==> src/rtl/bcd_pkg.sv <==
// Shared definitions for the BCD digit accumulator.
//   state_e            : accumulator FSM states
//   BCD_MAX            : largest legal BCD digit value
//   MAX_DIGITS_DEFAULT : default number of decimal digits per entry
package bcd_pkg;

  typedef enum logic [1:0] {
    StIdle,
    StMul,
    StAdd,
    StCommit
  } state_e;

  localparam int unsigned BCD_MAX            = 9;
  localparam int unsigned MAX_DIGITS_DEFAULT = 3;

endpackage

==> src/rtl/bcd_digit_accum.sv <==
// Collects BCD digits (most significant first) from a keypad-style source and
// converts them to binary with a shift-add multiply-by-10 per digit.
//   CLOCK_50     : clock, rising edge
//   RESET        : asynchronous active-high reset
//   digit        : offered BCD digit
//   digit_valid  : digit is offered this cycle
//   digit_ready  : block accepts a digit this cycle (IDLE only)
//   done         : commit the current entry
//   clear        : abort the current entry (synchronous, highest priority)
//   value        : last committed binary value
//   value_valid  : one-cycle pulse while committing
//   digit_count  : digits held in the current entry
//   bcd_echo     : accepted digits, right-aligned, for a 7-segment display
//   error        : sticky flag for dropped (illegal or overflowing) digits
module bcd_digit_accum
  import bcd_pkg::*;
#(
  parameter int unsigned MAX_DIGITS = MAX_DIGITS_DEFAULT,
  parameter int unsigned VALUE_W    = 10
) (
  input  logic                             CLOCK_50,
  input  logic                             RESET,
  input  logic [3:0]                       digit,
  input  logic                             digit_valid,
  output logic                             digit_ready,
  input  logic                             done,
  input  logic                             clear,
  output logic [VALUE_W-1:0]               value,
  output logic                             value_valid,
  output logic [$clog2(MAX_DIGITS+1)-1:0]  digit_count,
  output logic [4*MAX_DIGITS-1:0]          bcd_echo,
  output logic                             error
);

  localparam int unsigned CntW  = $clog2(MAX_DIGITS + 1);
  localparam int unsigned EchoW = 4 * MAX_DIGITS;

  state_e             state_q;
  logic [VALUE_W-1:0] acc_q;
  logic [VALUE_W-1:0] value_q;
  logic [3:0]         digit_q;
  logic [CntW-1:0]    count_q;
  logic [EchoW-1:0]   echo_q;
  logic               error_q;
  logic               ready_q;
  logic               value_valid_q;
  logic               digit_ok;

  // A digit is legal only if it is decimal and the entry still has room.
  assign digit_ok = (digit <= 4'(BCD_MAX)) && (count_q < CntW'(MAX_DIGITS));

  always_ff @(posedge CLOCK_50 or posedge RESET) begin
    if (RESET) begin
      state_q       <= StIdle;
      acc_q         <= '0;
      value_q       <= '0;
      digit_q       <= '0;
      count_q       <= '0;
      echo_q        <= '0;
      error_q       <= 1'b0;
      ready_q       <= 1'b1;
      value_valid_q <= 1'b0;
    end else begin
      value_valid_q <= 1'b0;
      if (clear) begin
        state_q <= StIdle;
        acc_q   <= '0;
        count_q <= '0;
        echo_q  <= '0;
        error_q <= 1'b0;
        ready_q <= 1'b1;
      end else begin
        unique case (state_q)
          StIdle: begin
            // An offered digit always wins over done in the same cycle.
            if (digit_valid) begin
              if (digit_ok) begin
                digit_q <= digit;
                echo_q  <= (echo_q << 4) | EchoW'(digit);
                count_q <= count_q + CntW'(1);
                state_q <= StMul;
                ready_q <= 1'b0;
              end else begin
                error_q <= 1'b1;
              end
            end else if (done && (count_q != '0)) begin
              // value and the pulse are loaded together so they line up in COMMIT.
              value_q       <= acc_q;
              value_valid_q <= 1'b1;
              state_q       <= StCommit;
              ready_q       <= 1'b0;
            end
          end
          StMul: begin
            acc_q   <= (acc_q << 3) + (acc_q << 1);
            state_q <= StAdd;
          end
          StAdd: begin
            acc_q   <= acc_q + VALUE_W'(digit_q);
            state_q <= StIdle;
            ready_q <= 1'b1;
          end
          StCommit: begin
            acc_q   <= '0;
            count_q <= '0;
            echo_q  <= '0;
            error_q <= 1'b0;
            state_q <= StIdle;
            ready_q <= 1'b1;
          end
          default: begin
            state_q <= StIdle;
            ready_q <= 1'b1;
          end
        endcase
      end
    end
  end

  assign digit_ready = ready_q;
  assign value       = value_q;
  assign value_valid = value_valid_q;
  assign digit_count = count_q;
  assign bcd_echo    = echo_q;
  assign error       = error_q;

endmodule

==> config.mk <==
export PLATFORM = sky130hd
export DESIGN_NAME = bcd_digit_accum
export DESIGN_NICKNAME = d
export VERILOG_FILES = /design/src/rtl/bcd_pkg.sv /design/src/rtl/bcd_digit_accum.sv
export SDC_FILE = /design/constraint.sdc
export NUM_CORES = 1
export LEC_CHECK = 0
export CORE_MARGIN = 5
export CORE_UTILIZATION = 48
export CTS_BUF_LIST = sky130_fd_sc_hd__clkbuf_2
export DETAILED_ROUTE_END_ITERATION = 10
export PLACE_DENSITY = 0.72
export SETUP_SLACK_MARGIN = 0.02
export SYNTH_ARGS = -nofsm -noshare
export SYNTH_HDL_FRONTEND = slang
export SYNTH_SLANG_ARGS = --single-unit
==> constraint.sdc <==
create_clock -name CLOCK_50 -period 2.3 [get_ports CLOCK_50]
set_input_delay 0.69 -clock CLOCK_50 [delete_from_list [all_inputs] [get_ports CLOCK_50]]
set_output_delay 0.69 -clock CLOCK_50 [all_outputs]
set_load 0.1 [all_outputs]
==> flow_metrics.py, run 1 <==
metrics = {
    "status": {
        "outcome": "finished clean",
    },
    "layout": {
        "syn2layout_area_growth_pct": 22.1,
        "nNetsFinal": 334,
        "layout-drive-gt1-share_pct": 25.0,
        "diodes": 0,
        "layout_commonest_cell": "dfrtp_1",
        "layout_common_cells": "dfrtp_1, nand2_1, buf_4",
        "fillers": 454,
    },
    "critical_path": {
        "endpoint_kind": "flip-flop",
        "startpoint_type": "flip-flop",
        "required_ns": 2.62,
        "cp_max_fo": 4,
        "path_class": "flip-flop to flip-flop",
        "cp.arrival_ns": 2.48,
    },
    "sta": {
        "clock_skew_ns": 0.0211,
        "rsz0062_at_grt": "no",
        "hold_viol": 0,
        "timing.fmax_mhz": 462,
        "layout_setup_ws_ns": 0.135,
        "period_share_pct": 94.1,
        "fin_crit_ns": 2.16,
        "report.final.setup_viol": 0,
        "tns_ns": 0,
        "worst_slew_pin_slew_ns": 0.526,
        "maxSlewViolCount": 0,
        "slew-limit-headroom_pct": 64.8,
    },
    "clocking": {
        "cts_hold_buf": 0,
        "cts_htree_levels": 2,
        "cts_tree": "built",
        "clk_pin_slew_ns": 0.23,
        "numCtsBuffers": 5,
        "clkLatencyLatePin_ns": 0.43,
        "numClockSinks": 43,
        "ctsRootBufferMaster": "clkbuf_2",
        "cts_buffer_depth": 2,
    },
    "global_routing": {
        "antenna_found_initial": 0,
        "grt_start_max_net_pins": 29,
        "grt_pass1_wl_um": 9470,
        "grt_overflow": 0,
        "grt_util_all_layers_pct": 18.4,
        "grt_pass1_vias": 2064,
    },
    "route": {
        "wl_per_cell_um": 14.6,
        "drt_wl_total_um": 5520,
        "drt_iter0_markers": 129,
        "vias": 2060,
        "route.detailed.drc": 0,
        "drt_pass1_iterations": 4,
        "drtAntennaViolNets": 0,
        "viasPerCell": 5.45,
    },
    "die": {
        "start_util_pct": 48.9,
        "placementRows": 26,
        "core_region_area_sq_mm": 0.00507,
        "die_w_um": 81.9,
        "die_h_um": 81.9,
        "io_pins": 36,
        "dieArea_sq_mm": 0.00671,
    },
    "synth": {
        "synthArstFlopShare_pct": 100,
        "mappedNetlistArea_sq_mm": 0.00248,
        "ys_warn_count": 0,
        "synth.net_count": 285,
        "netlist_instances": 258,
        "yosysSeqAreaShare_pct": 43.4,
        "ys.flop_type": "dfrtp_1",
        "synth.ff_latch_count": 43,
        "synth_area_per_cell_sq_um": 9.62,
        "yosysUniqueCellTypes": 50,
        "synth_edf_count": 0,
    },
    "hold_path": {
        "hold_class": "input port to asynchronous set/reset pin",
    },
    "job": {
        "max-cap-violations": 0,
    },
    "placement": {
        "port_buffers": 35,
        "hpwlAfterDp_um": 4140,
        "place_ws_ns": 0.0770,
        "place_congestion": 0.900,
    },
    "pwr": {
        "ir_drop_mv": 0.611,
        "leakage_nw": 1.45,
        "powerDensity_mw_per_mm2": 1330,
    },
}
[registers in the layout, indices dropped and copies added (netlist names)]
name,flops
bcd_echo,12
state_q,2
digit_ready,1
value_valid,1
error,1
digit_count,2
acc_q,10
digit_q,4
value,10
[final timing paths]
kind,start,to,slack [ns],cells after the start
worst max register to register,acc_q[0]$_DFFE_PP0P_,acc_q[8]$_DFFE_PP0P_,0.14,8
min in group CLOCK_50,bcd_echo[9]$_DFFE_PP0P_,bcd_echo[9]$_DFFE_PP0P_,0.52,2
worst max-delay path,acc_q[0]$_DFFE_PP0P_,acc_q[8]$_DFFE_PP0P_,0.14,8
worst min register to register,bcd_echo[9]$_DFFE_PP0P_,bcd_echo[9]$_DFFE_PP0P_,0.52,2
max in group asynchronous,RESET,acc_q[8]$_DFFE_PP0P_,1.33,3
worst min-delay path,RESET,bcd_echo[11]$_DFFE_PP0P_,0.48,2
[per-stage QoR]
stage / std cells / area (sq um) / hold slack, ns / util [%] / power (mW)
3_3_place_gp: 370 / 2970 / 0.464 / 58.5 / 3.64
2_1_floorplan: 258 / 2480 / 0.484 / - / 3.08
5_1_grt: 378 / 3030 / 0.499 / 59.7 / 4.28
3_5_place_dp: 370 / 2970 / 0.477 / 58.5 / 3.69
4_1_cts: 378 / 3010 / 0.491 / 59.3 / 4.01
6_report: 378 / 3030 / 0.482 / 59.7 / 4.02
[critical path, cell delays in order, from the launching register on]
cell and delay [ns]:
dfrtp_1 0.41, ha_2 0.20, inv_1 0.05, fa_1 0.39, nand2b_4 0.18, a211oi_1 0.23, mux2_2 0.36, a22oi_1 0.14
o22ai_1 0.10
[report_power, final]
| part | internal, mW | switching (mW) |
|---|---|---|
| Clock | 0.0675 | 0.254 |
| Sequential | 0.985 | 0.204 |
| Combinational | 0.756 | 1.75 |
| Total | 1.81 | 2.21 |
[logic make-up (layout without fill, tap and decap cells)]
logic type / after synthesis / count (layout) / share of synthesized area [%]
AND/OR/NAND/NOR: 87 / 87 / 16.1
AO/OA/AOI/OAI: 62 / 62 / 16.4
flip-flops: 43 / 43 / 43.4
buffers and inverters: 26 / 76 / 4.99
adder cells (fa/ha/maj): 18 / 18 / 9.68
multiplexers: 17 / 17 / 7.61
XOR/XNOR: 5 / 5 / 1.76
[cell type report]
cell class | instances | area, sq um | area share [%]
clock inverters | 3 | 15.0 | 0.496
clock buffers | 5 | 25.0 | 0.826
multi-input cells | 189 | 1300 | 42.9
well taps | 70 | 87.6 | 2.89
flip-flops and latches | 43 | 1080 | 35.6
repair buffers | 53 | 468 | 15.4
inverters | 15 | 56.3 | 1.86
[Yosys cell counts (all sizes together) (2+ instances only)]
cell,instances,share of area [%]
a22oi,3,0.91
clkbuf,3,0.50
buf,8,2.2
dfrtp,42,42
nor2b,3,0.76
mux2i,2,0.81
a21oi,9,1.8
o22ai,2,0.50
o21a,2,0.66
nand2b,4,1.0
fa,2,1.6
ha,16,8.1
a221oi,2,0.71
nor3b,2,1.1
a21o,2,0.60
or2,3,0.76
xor2,4,1.4
nor2,20,3.0
mux2,15,6.8
nand3,4,0.81
inv,15,2.3
o31ai,2,0.60
nand2,41,6.2
o21ai,24,4.8
a211oi,7,2.6
nor3,4,0.81
[layer usage]
| layer | up-vias | share of wire, % | global-route usage (%) | wire length, um |
|---|---|---|---|---|
| met1 | 991 | 44 | 23.9 | 2420 |
| li1 | 1001 | - | - | - |
| met4 | 0 | 2.4 | 7.64 | 135 |
| met5 | - | 0 | 0 | 0 |
| met3 | 14 | 4.8 | 3.84 | 262 |
| met2 | 54 | 49 | 29.6 | 2690 |
[timing repair]
action | CTS | global route
endpoints found under the hold margin | 0 | 0
buffers inserted | 0 | 0
endpoints found under the setup margin | 0 | 3
gates resized for setup | 0 | 5
Power figures use the tool's default switching activity.
==> run 2, diff against run 1 <==
- PLACE_DENSITY: 0.72 -> 0.75
- SLEW_MARGIN: default -> 20
- clock period: 2.3 -> 1.9 ns (I/O delays scaled with it)
==> run 2 against run 1 <==
Compared with the run above:
- the run now ends with negative setup slack left
- critical path depth unchanged
- wire length up 23%
- utilization rose by 13 points
- largest power group unchanged
==> flow_metrics.py, run 2 (same netlist as run 1, synthesis figures left out) <==
metrics = {
    "sta": {
        "timing.fmax_mhz": 481,
        "rsz0062_at_grt": "yes",
        "slew-limit-headroom_pct": 60.4,
        "report.final.setup_viol": 5,
        "worst_slew_pin_slew_ns": 0.592,
        "period_share_pct": 109,
        "hold_slack_ns": 0.435,
        "maxSlewViolCount": 0,
        "fin_crit_ns": 2.08,
        "tns_ns": -0.661,
        "clock_skew_ns": 0.00766,
        "layout_setup_ws_ns": -0.179,
        "hold_viol": 0,
    },
    "critical_path": {
        "rr_startpoint": "acc_q[0]$_DFFE_PP0P_",
        "endpoint_kind": "flip-flop",
        "cp_slowest_cell": "dfrtp_1",
        "startpoint_type": "flip-flop",
        "cpPeakStageDelay_ns": 0.41,
        "path_class": "flip-flop to flip-flop",
        "cp_max_fo": 4,
        "crit_start": "acc_q[0]$_DFFE_PP0P_",
        "cp.arrival_ns": 2.40,
        "worstPathCellList": "ha_2 -> inv_2 -> fa_2 -> nand2b_4 -> a211oi_2 -> mux2_4 -> a22oi_2 -> o22ai_1",
        "required_ns": 2.22,
    },
    "route": {
        "drt_iter0_markers": 209,
        "drt_wl_total_um": 6790,
        "wl_per_cell_um": 16.8,
        "route.detailed.drc": 0,
        "drt_pass1_iterations": 4,
        "viasPerCell": 5.58,
        "vias": 2253,
        "drtAntennaViolNets": 0,
    },
    "clocking": {
        "cts_buffer_depth": 2,
        "numCtsBuffers": 5,
        "numClockSinks": 43,
        "clk_pin_slew_ns": 0.22,
        "cts_htree_levels": 2,
        "ctsRootBufferMaster": "clkbuf_2",
        "clkLatencyLatePin_ns": 0.42,
        "cts_hold_buf": 0,
        "cts_tree": "built",
    },
    "hold_path": {
        "hold_class": "input port to asynchronous set/reset pin",
    },
    "status": {
        "violations": "negative setup slack",
        "outcome": "finished with violations",
    },
    "die": {
        "die_h_um": 81.9,
        "core_region_area_sq_mm": 0.00507,
        "start_util_pct": 48.9,
        "io_pins": 36,
        "dieArea_sq_mm": 0.00671,
        "die_w_um": 81.9,
        "placementRows": 26,
    },
    "layout": {
        "diodes": 0,
        "final_util_pct": 72.9,
        "nNetsFinal": 360,
        "final_cells": 404,
        "postLayoutCellArea_sq_mm": 0.00370,
        "syn2layout_area_growth_pct": 49.1,
        "largest_register_ffs": 12,
        "layout_common_cells": "nand2_1, buf_4, dfrtp_1",
        "layout-drive-gt1-share_pct": 38.9,
    },
    "global_routing": {
        "antenna_found_initial": 0,
        "grt_pass1_vias": 2234,
        "grt_overflow": 0,
        "grt_start_max_net_pins": 44,
        "grt_pass1_wl_um": 10600,
        "grt_util_all_layers_pct": 20.8,
    },
    "job": {
        "max-cap-violations": 0,
    },
    "placement": {
        "port_buffers": 35,
        "dpl-instance-area_sq_mm": 0.00345,
        "placed_cells": 388,
        "place_ws_ns": -0.596,
        "hpwlAfterDp_um": 4590,
        "place_congestion": 0.956,
    },
    "pwr": {
        "leakage_nw": 1.68,
        "ir_drop_mv": 0.921,
        "total_power_mw": 6.00,
        "powerDensity_mw_per_mm2": 1620,
    },
}
==> run 2: worst max-delay path, delay by kind of cell, from the launching register on <==
kind,cells,cell delay [ns]
adders and majority gates,2,0.52
muxes,1,0.33
buffers and inverters,1,0.04
AOI/OAI and AO/OA,3,0.50
and+or+nand+nor,1,0.18
DFF,1,0.41
==> run 2: cell type report <==
type                            count  area (sq um)
Sequential cell                    43          1090
Timing Repair Buffer               78           966
Multi-Input combinational cell    190          1440
Inverter                           15          58.8
Tap cell                           70          87.6
Clock inverter                      3          38.8
Clock buffer                        5          25.0
Fill cell                         345          1380
==> run 2: power by group <==
| group | total, mW | internal (mW) | leakage, nW | switching, mW |
|---|---|---|---|---|
| Sequential | 1.52 | 1.21 | 0.569 | 0.315 |
| Combinational | 3.95 | 1.56 | 1.07 | 2.39 |
| Clock | 0.527 | 0.216 | 0.0404 | 0.310 |
==> run 2: timing repair <==
| action | in CTS | in global routing |
|---|---|---|
| pin swaps | 5 | 10 |
| setup buffers | 4 | 4 |
| gates resized for setup | 18 | 15 |
| gates cloned | 1 | 0 |
| endpoints found under the setup margin | 20 | 30 |
==> run 2: worst paths after layout <==
path,cells after the start,slack (ns),to
max,8,-0.18,acc_q[6]$_DFFE_PP0P_
max in group asynchronous,3,1.21,digit_ready$_DFFE_PP1P_
min reg2reg,2,0.53,digit_ready$_DFFE_PP1P_
min,3,0.43,bcd_echo[10]$_DFFE_PP0P_
min in group CLOCK_50,2,0.53,digit_ready$_DFFE_PP1P_
max reg2reg,8,-0.18,acc_q[6]$_DFFE_PP0P_
==> run 2: routing by layer <==
| metal | vias to the layer above | part of all wire, % | global-route usage, % |
|---|---|---|---|
| met5 | - | 0 | 0 |
| met4 | 0 | 2.7 | 7.64 |
| met3 | 23 | 4.8 | 3.62 |
| met2 | 70 | 52 | 36.2 |
| met1 | 1108 | 40 | 25.6 |
| li1 | 1052 | - | - |
==> run 3, diff against run 2 <==
- CORE_MARGIN: 5 -> default
==> run 3 against run 2 <==
Compared with the run above:
- the run still ends with negative setup slack left
- setup slack improved by 0.082 ns
- non-clock buffer count decreased by 4
- sequential share of layout area increased by 0.85 points
- total power decreased by 5.8%
- final area decreased by 2.8%
- critical endpoint is now acc_q[4]$_DFFE_PP0P_
==> flow_metrics.py, run 3 (same netlist as run 1, synthesis figures left out) <==
metrics = {
    "pwr": {
        "p_int_mw": 2.75,
        "combPwrFrac_pct": 65.6,
        "ir_drop_mv": 0.887,
        "pwr-share-seq_pct": 27.1,
        "switching_share_pct": 51.4,
        "powerDensity_mw_per_mm2": 1570,
        "clkPwrFrac_pct": 7.3,
        "power.switching_mw": 2.90,
        "leakage_nw": 1.64,
    },
    "route": {
        "wl_per_cell_um": 15.4,
        "drt_pass1_iterations": 4,
        "drt_iter0_markers": 150,
        "viasPerCell": 5.46,
        "vias": 2166,
        "drtAntennaViolNets": 0,
        "drt_wl_total_um": 6110,
        "route.detailed.drc": 0,
    },
    "layout": {
        "diodes": 0,
        "largest_register_ffs": 12,
        "layout_commonest_cell": "nand2_1",
        "layout_common_cells": "nand2_1, dfrtp_1, buf_4",
        "nNetsFinal": 356,
        "syn2layout_area_growth_pct": 44.9,
        "fillers": 345,
        "final_cells": 397,
        "layout-drive-gt1-share_pct": 35.8,
    },
    "sta": {
        "rsz0062_at_grt": "yes",
        "clock_skew_ns": 0.0123,
        "hold_slack_ns": 0.447,
        "worst_slew_pin_slew_ns": 0.472,
        "report.final.setup_viol": 6,
        "fin_crit_ns": 2.00,
        "maxSlewViolCount": 0,
        "slew-limit-headroom_pct": 68.3,
        "hold_viol": 0,
        "timing.fmax_mhz": 501,
        "period_share_pct": 105,
        "layout_setup_ws_ns": -0.0968,
    },
    "clocking": {
        "numCtsBuffers": 5,
        "numClockSinks": 43,
        "clk_pin_slew_ns": 0.23,
        "clkLatencyLatePin_ns": 0.43,
        "cts_htree_levels": 2,
        "cts_tree": "built",
        "ctsRootBufferMaster": "clkbuf_2",
        "cts_buffer_depth": 2,
    },
    "die": {
        "placementRows": 25,
        "start_util_pct": 51.2,
        "core_region_area_sq_mm": 0.00485,
        "io_pins": 36,
        "die_w_um": 73.9,
        "dieArea_sq_mm": 0.00546,
        "die_h_um": 73.9,
    },
    "status": {
        "outcome": "finished with violations",
        "violations": "negative setup slack",
    },
    "critical_path": {
        "required_ns": 2.25,
        "cp.arrival_ns": 2.35,
        "cp_slowest_cell": "dfrtp_1",
        "crit_family": "adder cells",
        "critPathBufInv": 1,
        "worstPathCellList": "ha_2 -> inv_2 -> fa_2 -> nand2b_4 -> a21oi_2 -> mux2_4 -> a221oi_2 -> nor2_1",
        "cp_max_fo": 4,
        "cpPeakStageDelay_ns": 0.41,
        "path_class": "flip-flop to flip-flop",
        "startpoint_type": "flip-flop",
        "endpoint_kind": "flip-flop",
    },
    "placement": {
        "placed_cells": 382,
        "hpwlAfterDp_um": 4320,
        "port_buffers": 35,
        "place_congestion": 0.882,
    },
    "global_routing": {
        "grt_start_max_net_pins": 27,
        "grt_overflow": 0,
        "grt_pass1_wl_um": 9800,
        "antenna_found_initial": 0,
        "grt_util_all_layers_pct": 24.0,
        "grt_pass1_vias": 2129,
    },
    "hold_path": {
        "hold_class": "input port to asynchronous set/reset pin",
    },
    "job": {
        "max-cap-violations": 0,
    },
}
==> run 3: cell types whose count changed in the layout (fill, tap and decap cells not counted), moves of 2 or more <==
cell / before / now
nor2_2: 3 / 1
nor2_1: 17 / 19
buf_6: 2 / 0
clkinv_1: 2 / 0
buf_4: 40 / 38
ha_1: 12 / 14
==> run 3: worst paths after layout <==
check / cells after the start / slack (ns) / from / endpoint
hold reg to reg: 2 / 0.55 / digit_ready$_DFFE_PP1P_ / digit_ready$_DFFE_PP1P_
min in group CLOCK_50: 2 / 0.55 / digit_ready$_DFFE_PP1P_ / digit_ready$_DFFE_PP1P_
setup reg to reg: 8 / -0.1 / acc_q[0]$_DFFE_PP0P_ / acc_q[4]$_DFFE_PP0P_
max in group asynchronous: 3 / 1.14 / RESET / acc_q[2]$_DFFE_PP0P_
setup / recovery: 8 / -0.1 / acc_q[0]$_DFFE_PP0P_ / acc_q[4]$_DFFE_PP0P_
hold / removal: 3 / 0.45 / RESET / state_q[0]$_DFFE_PP0P_
==> run 3: power groups by stage <==
stage | Combinational, mW | Sequential, mW | Clock, mW
final | 3.71 | 1.53 | 0.411
after global routing | 3.92 | 1.56 | 0.452
after CTS | 3.62 | 1.52 | 0.420
after detailed placement | 3.54 | 1.54 | 0
after global placement | 3.47 | 1.52 | 0
after floorplan | 1.20 | 2.59 | 0
==> run 3: worst min-delay path, cell delays in order <==
cell             delay (ns)
clkdlybuf4s50_1        0.40
inv_1                  0.08
buf_4                  0.24
==> run 3: timing repair <==
item | in CTS | in global routing
pin swaps | 5 | 5
gates cloned | 1 | 0
hold buffers | 0 | 0
setup endpoints to repair | 21 | 25
resized for setup | 13 | 5
setup buffers | 1 | 5
==> run 3: metal layers <==
metal,global-route usage (%),vias up,wire length (um)
li1,-,1051,-
met1,31.6,1067,2860
met2,39.1,41,2960
met3,4.66,7,187
met4,8.76,0,101
met5,0,-,0
==> run 3: metrics by stage <==
step | setup WS [ns] | util [%] | power, mW | area, sq um | TNS, ns
6_report | -0.0968 | 74.2 | 5.65 | 3600 | -0.365
5_1_grt | -0.157 | 74.2 | 5.93 | 3600 | -0.960
3_5_place_dp | -0.607 | 70.3 | 5.08 | 3410 | -13.01
2_1_floorplan | -0.0877 | - | 3.79 | 2520 | -0.196
4_1_cts | -0.0831 | 72.7 | 5.57 | 3520 | -0.316
3_3_place_gp | -0.544 | 70.3 | 4.99 | 3410 | -11.77
==> run 3: cell type report <==
type | instances | area (sq um) | share of cell area, %
Timing Repair Buffer | 74 | 926 | 25.7
Tap cell | 67 | 83.8 | 2.33
Inverter | 15 | 56.3 | 1.57
Clock inverter | 2 | 12.5 | 0.348
Multi-Input combinational cell | 190 | 1400 | 39.0
Clock buffer | 6 | 30.0 | 0.835
Sequential cell | 43 | 1090 | 30.2
